## src/rtl/booth_pkg.sv

```systemverilog
// booth_pkg: state encoding and default sizing shared by the Booth multiplier control slice.
package booth_pkg;

  localparam int BOOTH_N_BITS      = 16;
  localparam int BOOTH_COUNT_WIDTH = 5;

  typedef enum logic [2:0] {
    S_IDLE   = 3'd0,
    S_LOAD_M = 3'd1,
    S_LOAD_Q = 3'd2,
    S_EVAL   = 3'd3,
    S_ARITH  = 3'd4,
    S_SHIFT  = 3'd5,
    S_DONE   = 3'd6
  } state_t;

endpackage

```

## src/rtl/booth_ctrl_if.sv

```systemverilog
// booth_ctrl_if: start/done handshake, datapath status and datapath strobes of the Booth controller.
// The abort input exists only when BOOTH_CTRL_ABORT_EN is defined.
interface booth_ctrl_if;

  logic start;
  logic q0;
  logic qm1;
  logic count_zero;
`ifdef BOOTH_CTRL_ABORT_EN
  logic abort;
`endif
  logic ld_m;
  logic ld_q;
  logic clr_a;
  logic clr_qm1;
  logic count_en;
  logic ld_a;
  logic sel_sub;
  logic sft;
  logic decr;
  logic busy;
  logic done;

  // master is the controller; slave is the host plus datapath side
  modport master (
    input  start, q0, qm1, count_zero,
`ifdef BOOTH_CTRL_ABORT_EN
    input  abort,
`endif
    output ld_m, ld_q, clr_a, clr_qm1, count_en, ld_a, sel_sub, sft, decr, busy, done
  );

  modport slave (
    output start, q0, qm1, count_zero,
`ifdef BOOTH_CTRL_ABORT_EN
    output abort,
`endif
    input  ld_m, ld_q, clr_a, clr_qm1, count_en, ld_a, sel_sub, sft, decr, busy, done
  );

endinterface

```

## src/rtl/booth_ctrl.sv

```systemverilog
// booth_ctrl: Moore control FSM sequencing load, add/sub and shift steps of a radix-2 Booth multiplier.
// Define BOOTH_CTRL_ABORT_EN to add an abort input that returns any active operation to IDLE.
module booth_ctrl
  import booth_pkg::*;
#(
  parameter int N_BITS      = BOOTH_N_BITS,
  parameter int COUNT_WIDTH = BOOTH_COUNT_WIDTH
) (
  input logic          clk,
  input logic          reset_n,
  booth_ctrl_if.master bus
);

  if ((1 << COUNT_WIDTH) <= N_BITS) begin : g_bad_cfg
    $error("booth_ctrl: COUNT_WIDTH cannot hold N_BITS");
  end

  state_t state;
  state_t state_nxt;
  logic   abort_req;

`ifdef BOOTH_CTRL_ABORT_EN
  assign abort_req = bus.abort && (state != S_IDLE);
`else
  assign abort_req = 1'b0;
`endif

  always_ff @(posedge clk or negedge reset_n) begin
    if (!reset_n) state <= S_IDLE;
    else          state <= state_nxt;
  end

  always_comb begin
    state_nxt    = S_IDLE;
    bus.ld_m     = 1'b0;
    bus.ld_q     = 1'b0;
    bus.clr_a    = 1'b0;
    bus.clr_qm1  = 1'b0;
    bus.count_en = 1'b0;
    bus.ld_a     = 1'b0;
    bus.sel_sub  = 1'b0;
    bus.sft      = 1'b0;
    bus.decr     = 1'b0;
    bus.busy     = 1'b0;
    bus.done     = 1'b0;
    case (state)
      S_IDLE:   state_nxt = bus.start ? S_LOAD_M : S_IDLE;
      S_LOAD_M: begin
        bus.ld_m  = 1'b1;
        bus.busy  = 1'b1;
        state_nxt = S_LOAD_Q;
      end
      S_LOAD_Q: begin
        bus.ld_q     = 1'b1;
        bus.clr_a    = 1'b1;
        bus.clr_qm1  = 1'b1;
        bus.count_en = 1'b1;
        bus.busy     = 1'b1;
        state_nxt    = S_EVAL;
      end
      S_EVAL: begin
        bus.busy = 1'b1;
        if (bus.count_zero)         state_nxt = S_DONE;
        else if (bus.q0 ^ bus.qm1) state_nxt = S_ARITH;
        else                        state_nxt = S_SHIFT;
      end
      // Q and Q-1 are untouched between EVAL and ARITH, so the pair is still valid here
      S_ARITH: begin
        bus.ld_a    = 1'b1;
        bus.sel_sub = bus.q0 & ~bus.qm1;
        bus.busy    = 1'b1;
        state_nxt   = S_SHIFT;
      end
      S_SHIFT: begin
        bus.sft   = 1'b1;
        bus.decr  = 1'b1;
        bus.busy  = 1'b1;
        state_nxt = S_EVAL;
      end
      S_DONE: begin
        bus.done  = 1'b1;
        state_nxt = bus.start ? S_DONE : S_IDLE;
      end
      default: state_nxt = S_IDLE;
    endcase
    // An abort cancels every datapath action except clearing A and Q-1
    if (abort_req) begin
      state_nxt    = S_IDLE;
      bus.ld_m     = 1'b0;
      bus.ld_q     = 1'b0;
      bus.count_en = 1'b0;
      bus.ld_a     = 1'b0;
      bus.sel_sub  = 1'b0;
      bus.sft      = 1'b0;
      bus.decr     = 1'b0;
      bus.done     = 1'b0;
      bus.clr_a    = 1'b1;
      bus.clr_qm1  = 1'b1;
    end
  end

endmodule

```

## src/flat_wrapper.sv

```systemverilog
// flat-port wrapper written by rule: the top's interface ports become plain ports
module booth_ctrl_flat import booth_pkg::*;
#(
  parameter int N_BITS      = BOOTH_N_BITS,
  parameter int COUNT_WIDTH = BOOTH_COUNT_WIDTH
)
  (clk, reset_n, bus_start, bus_q0, bus_qm1, bus_count_zero, bus_ld_m, bus_ld_q, bus_clr_a, bus_clr_qm1, bus_count_en, bus_ld_a, bus_sel_sub, bus_sft, bus_decr, bus_busy, bus_done);
  booth_ctrl_if bus_i ();
  input logic clk;
  input logic reset_n;
  input wire logic [$bits(bus_i.start)-1:0] bus_start;
  input wire logic [$bits(bus_i.q0)-1:0] bus_q0;
  input wire logic [$bits(bus_i.qm1)-1:0] bus_qm1;
  input wire logic [$bits(bus_i.count_zero)-1:0] bus_count_zero;
  output wire logic [$bits(bus_i.ld_m)-1:0] bus_ld_m;
  output wire logic [$bits(bus_i.ld_q)-1:0] bus_ld_q;
  output wire logic [$bits(bus_i.clr_a)-1:0] bus_clr_a;
  output wire logic [$bits(bus_i.clr_qm1)-1:0] bus_clr_qm1;
  output wire logic [$bits(bus_i.count_en)-1:0] bus_count_en;
  output wire logic [$bits(bus_i.ld_a)-1:0] bus_ld_a;
  output wire logic [$bits(bus_i.sel_sub)-1:0] bus_sel_sub;
  output wire logic [$bits(bus_i.sft)-1:0] bus_sft;
  output wire logic [$bits(bus_i.decr)-1:0] bus_decr;
  output wire logic [$bits(bus_i.busy)-1:0] bus_busy;
  output wire logic [$bits(bus_i.done)-1:0] bus_done;
  assign bus_i.start = bus_start;
  assign bus_i.q0 = bus_q0;
  assign bus_i.qm1 = bus_qm1;
  assign bus_i.count_zero = bus_count_zero;
  assign bus_ld_m = bus_i.ld_m;
  assign bus_ld_q = bus_i.ld_q;
  assign bus_clr_a = bus_i.clr_a;
  assign bus_clr_qm1 = bus_i.clr_qm1;
  assign bus_count_en = bus_i.count_en;
  assign bus_ld_a = bus_i.ld_a;
  assign bus_sel_sub = bus_i.sel_sub;
  assign bus_sft = bus_i.sft;
  assign bus_decr = bus_i.decr;
  assign bus_busy = bus_i.busy;
  assign bus_done = bus_i.done;
  booth_ctrl #(.N_BITS(N_BITS), .COUNT_WIDTH(COUNT_WIDTH)) u_core (.clk(clk), .reset_n(reset_n), .bus(bus_i));
endmodule
```

## config.mk

```make
export PLATFORM = sky130hd
export DESIGN_NAME = booth_ctrl_flat
export DESIGN_NICKNAME = d
export VERILOG_FILES = /design/src/rtl/booth_pkg.sv /design/src/rtl/booth_ctrl_if.sv /design/src/rtl/booth_ctrl.sv /design/src/flat_wrapper.sv
export SDC_FILE = /design/constraint.sdc
export NUM_CORES = 1
export LEC_CHECK = 0
export ABC_AREA = 0
export CORE_AREA = 2 2 39 41
export DETAILED_ROUTE_END_ITERATION = 10
export DIE_AREA = 0 0 41 43
export SYNTH_ARGS = -nofsm -noshare
export SYNTH_HDL_FRONTEND = slang
export SYNTH_SLANG_ARGS = --single-unit
```

## constraint.sdc

```tcl
create_clock -name clk -period 2.7 [get_ports clk]
set_clock_uncertainty 0.2 [all_clocks]
set_input_delay 0.81 -clock clk [delete_from_list [all_inputs] [get_ports clk]]
set_output_delay 0.81 -clock clk [all_outputs]
set_load 0.01 [all_outputs]
```

==> results.txt <==
Hpwl dp - 451 um
Worst hold path class - flip-flop to flip-flop
Worst-path clk slew - 0.04 ns
Top Registers - u_core.state: 3 flops
Maxcap violations - 0
Pre-antenna DRT Iters - 4
Area leader, netlist - dfrtp_1
Final Max Tran Viols - 0
Vias in the first global route - 271
Antenna diodes - 0
Leak pwr - 0.213 nW
Drt total wl - 611 um
Pwr Density - 1140 nW/um^2
Clock tree buffer depth - 2
Final Cycle Share - 0.950
Synth Warn # - 0
Flop and latch count out of synthesis - 3
Post-Syn Area - 309 um^2
I/O pins - 17
Total GRT Usage - 0.0998
Grt met3 use - 0.0314
Setup crit end kind - output pin
Worst slew margin - 0.811
Initial antenna violation count - 0
Routed length per instance - 9.55 um
GR Layer Usage met1 - 0.121
Post-Place Setup Slack - -0.411 ns
Synth area leaders - dfrtp_1, buf_6, buf_4
Worst-skew pair later-pin latency - 0.24 ns
Proportion of layout cells with a drive suffix above 1 - 0.271
Area growth from synthesis to layout - 51.8%
Finish-stage setup viols - 0
Syn nets - 40
Layout Nets - 56
Worst EP arrival - 1.56 ns
WP buf/inv - 1
CP top delay family - buffers and inverters
Slowest stage delay, CP - 0.58 ns
CORE AREA - 1380 um^2
Largest net degree at the start of global routing - 9
Design area - 469 um^2
Placed Instance Area - 440 um^2
CP Class - flip-flop to output pin
Total global routing overflow - 0
Most flop-heavy register - u_core.state
Final Hold Vio Count - 0
Via-per-instance ratio - 4.25
Clk sinks - 3
Routed Antenna Nets - 0
FILL cells - 162
Vias - 272
CP required - 1.69 ns
Most used routing layer - met1
Dpl cells - 60
Initial core utilization - 0.223
Final Non-Filler Cells - 64
Slowest CP cell - clkdlybuf4s50_1
Max Fanout on Critical Path - 8
Fin worst setup slack - 0.134 ns
Hold-fix buffer count after cts - 0
Die Height - 43 um
RSZ-0062 raised after global routing - false
CP Launch Type - flip-flop
Fin crit period - 2.57 ns
CTS Root Cell - clkbuf_4
Critical path, cell by cell - nor3_2 -> clkdlybuf4s50_1
First-pass GRT wire length - 1100 um
H-tree levels - 1
Row cnt - 14
Port bufs - 16
CTS tree - done
GP Congestion - 0.742
Drt drc - 0
Chip width - 41 um
Peak VDD IR - 398 uV
Met2 Track Usage GR - 0.119
Status - completed
Top cell type's share of synthesized area - 0.243
Area of the multi-input gates - 168 um^2
Max reg flops - 3
Synth Instances - 33
Cts bufs inserted - 3
Sequential fraction of the synthesis area - 0.243
Register Area - 76.3 um^2
Synth cell types - 20
Post-Syn Area per Cell - 9.37 um^2
Die ar. - 1760 um^2
Least-Margin Pin Slew - 0.283 ns
Initial DRC count - 3
F_max - 390 MHz
==> cells in the mapped netlist <==
master	n
a211oi_2	1
and2_1	1
and3_1	1
buf_4	4
buf_6	3
dfrtp_1	3
ha_1	1
inv_1	2
mux2i_1	1
nand2_1	1
nand2b_1	1
nand2b_4	1
nand3b_2	1
nor2_1	4
nor2b_1	1
nor2b_4	1
nor3_1	3
nor3b_2	1
o221ai_1	1
o2bb2ai_1	1
==> worst paths after layout <==
path	from	end	slack, ns	cells after the start
setup reg to reg	u_core.state[2]$_DFF_PN0_	u_core.state[0]$_DFF_PN0_	1.43	3
hold / removal	u_core.state[1]$_DFF_PN0_	u_core.state[0]$_DFF_PN0_	0.47	2
min in group asynchronous	reset_n	u_core.state[0]$_DFF_PN0_	0.55	1
setup / recovery	u_core.state[0]$_DFF_PN0_	bus_count_en	0.13	2
max in group asynchronous	reset_n	u_core.state[1]$_DFF_PN0_	1.59	1
hold reg to reg	u_core.state[1]$_DFF_PN0_	u_core.state[0]$_DFF_PN0_	0.47	2
==> report_power, final <==
| group | internal [mW] | switching (mW) | leakage, nW |
|---|---|---|---|
| logic | 0.201 | 0.132 | 0.164 |
| registers | 0.0695 | 0.0480 | 0.0347 |
| clock network | 0.0556 | 0.0268 | 0.0150 |
| total | 0.326 | 0.207 | 0.213 |
==> tightest hold or removal path: stages (launching register included) <==
cell and delay (ns):
dfrtp_2 0.42, and2_1 0.17, a211oi_2 0.04
==> layout by cell type, fill, tap and decap left out <==
cell and count:
a211oi_2 1, and2_1 1, and3_1 1, buf_2 1, buf_4 2, clkbuf_1 1
clkbuf_4 3, clkdlybuf4s50_1 13, dfrtp_1 2, dfrtp_2 1, dlygate4sd2_1 1, dlymetal6s2s_1 1
ha_1 1, inv_1 2, mux2i_1 1, nand2_1 1, nand2b_1 1, nand2b_4 1
nand3b_2 1, nor2_1 4, nor2b_1 1, nor2b_4 1, nor3_1 2, nor3_2 1
nor3b_2 1, o221ai_1 1, o2bb2ai_1 1
==> logic make-up (layout without fill, tap and decap cells) <==
family,Yosys count,after routing,synth area share
adders and majority gates,1,1,0.0405
buffers and inverters,9,24,0.231
DFF,3,3,0.243
and+or+nand+nor,16,16,0.356
muxes,1,1,0.0324
AOI/OAI and AO/OA,3,3,0.0972
==> stage by stage <==
| stage | utilization | hold WS, ns | power, mW | TNS [ns] |
|---|---|---|---|---|
| finish | 0.339 | 0.471 | 0.533 | 0 |
| global route | 0.339 | 0.505 | 0.583 | 0 |
| CTS | 0.336 | 0.484 | 0.540 | 0 |
| detailed placement | 0.318 | 0.469 | 0.448 | -0.411 |
| global placement | 0.318 | 0.470 | 0.448 | -0.401 |
| floorplan | - | 0.314 | 0.358 | 0 |
==> timing repair <==
| item | 4_1_cts | 5_1_grt |
|---|---|---|
| buffers inserted | 0 | 0 |
| pin swaps | 0 | 0 |
| cloned | 0 | 0 |
| endpoints found under the setup margin | 5 | 5 |
| gates resized for setup | 6 | 2 |
==> metal layers <==
| layer | share of wire | up-vias | wire length [um] |
|---|---|---|---|
| met4 | 0.028 | 0 | 17 |
| li1 | - | 138 | - |
| met1 | 0.42 | 120 | 257 |
| met5 | 0 | - | 0 |
| met2 | 0.49 | 12 | 300 |
| met3 | 0.057 | 2 | 35 |
==> layout make-up <==
type,count,share of cell area
Clock buffer,4,0.0560
Inverter,2,0.0160
Multi-Input combinational cell,21,0.357
Sequential cell,3,0.163
Tap cell,16,0.0427
Timing Repair Buffer,18,0.365
(Power assumes the default switching activity.)
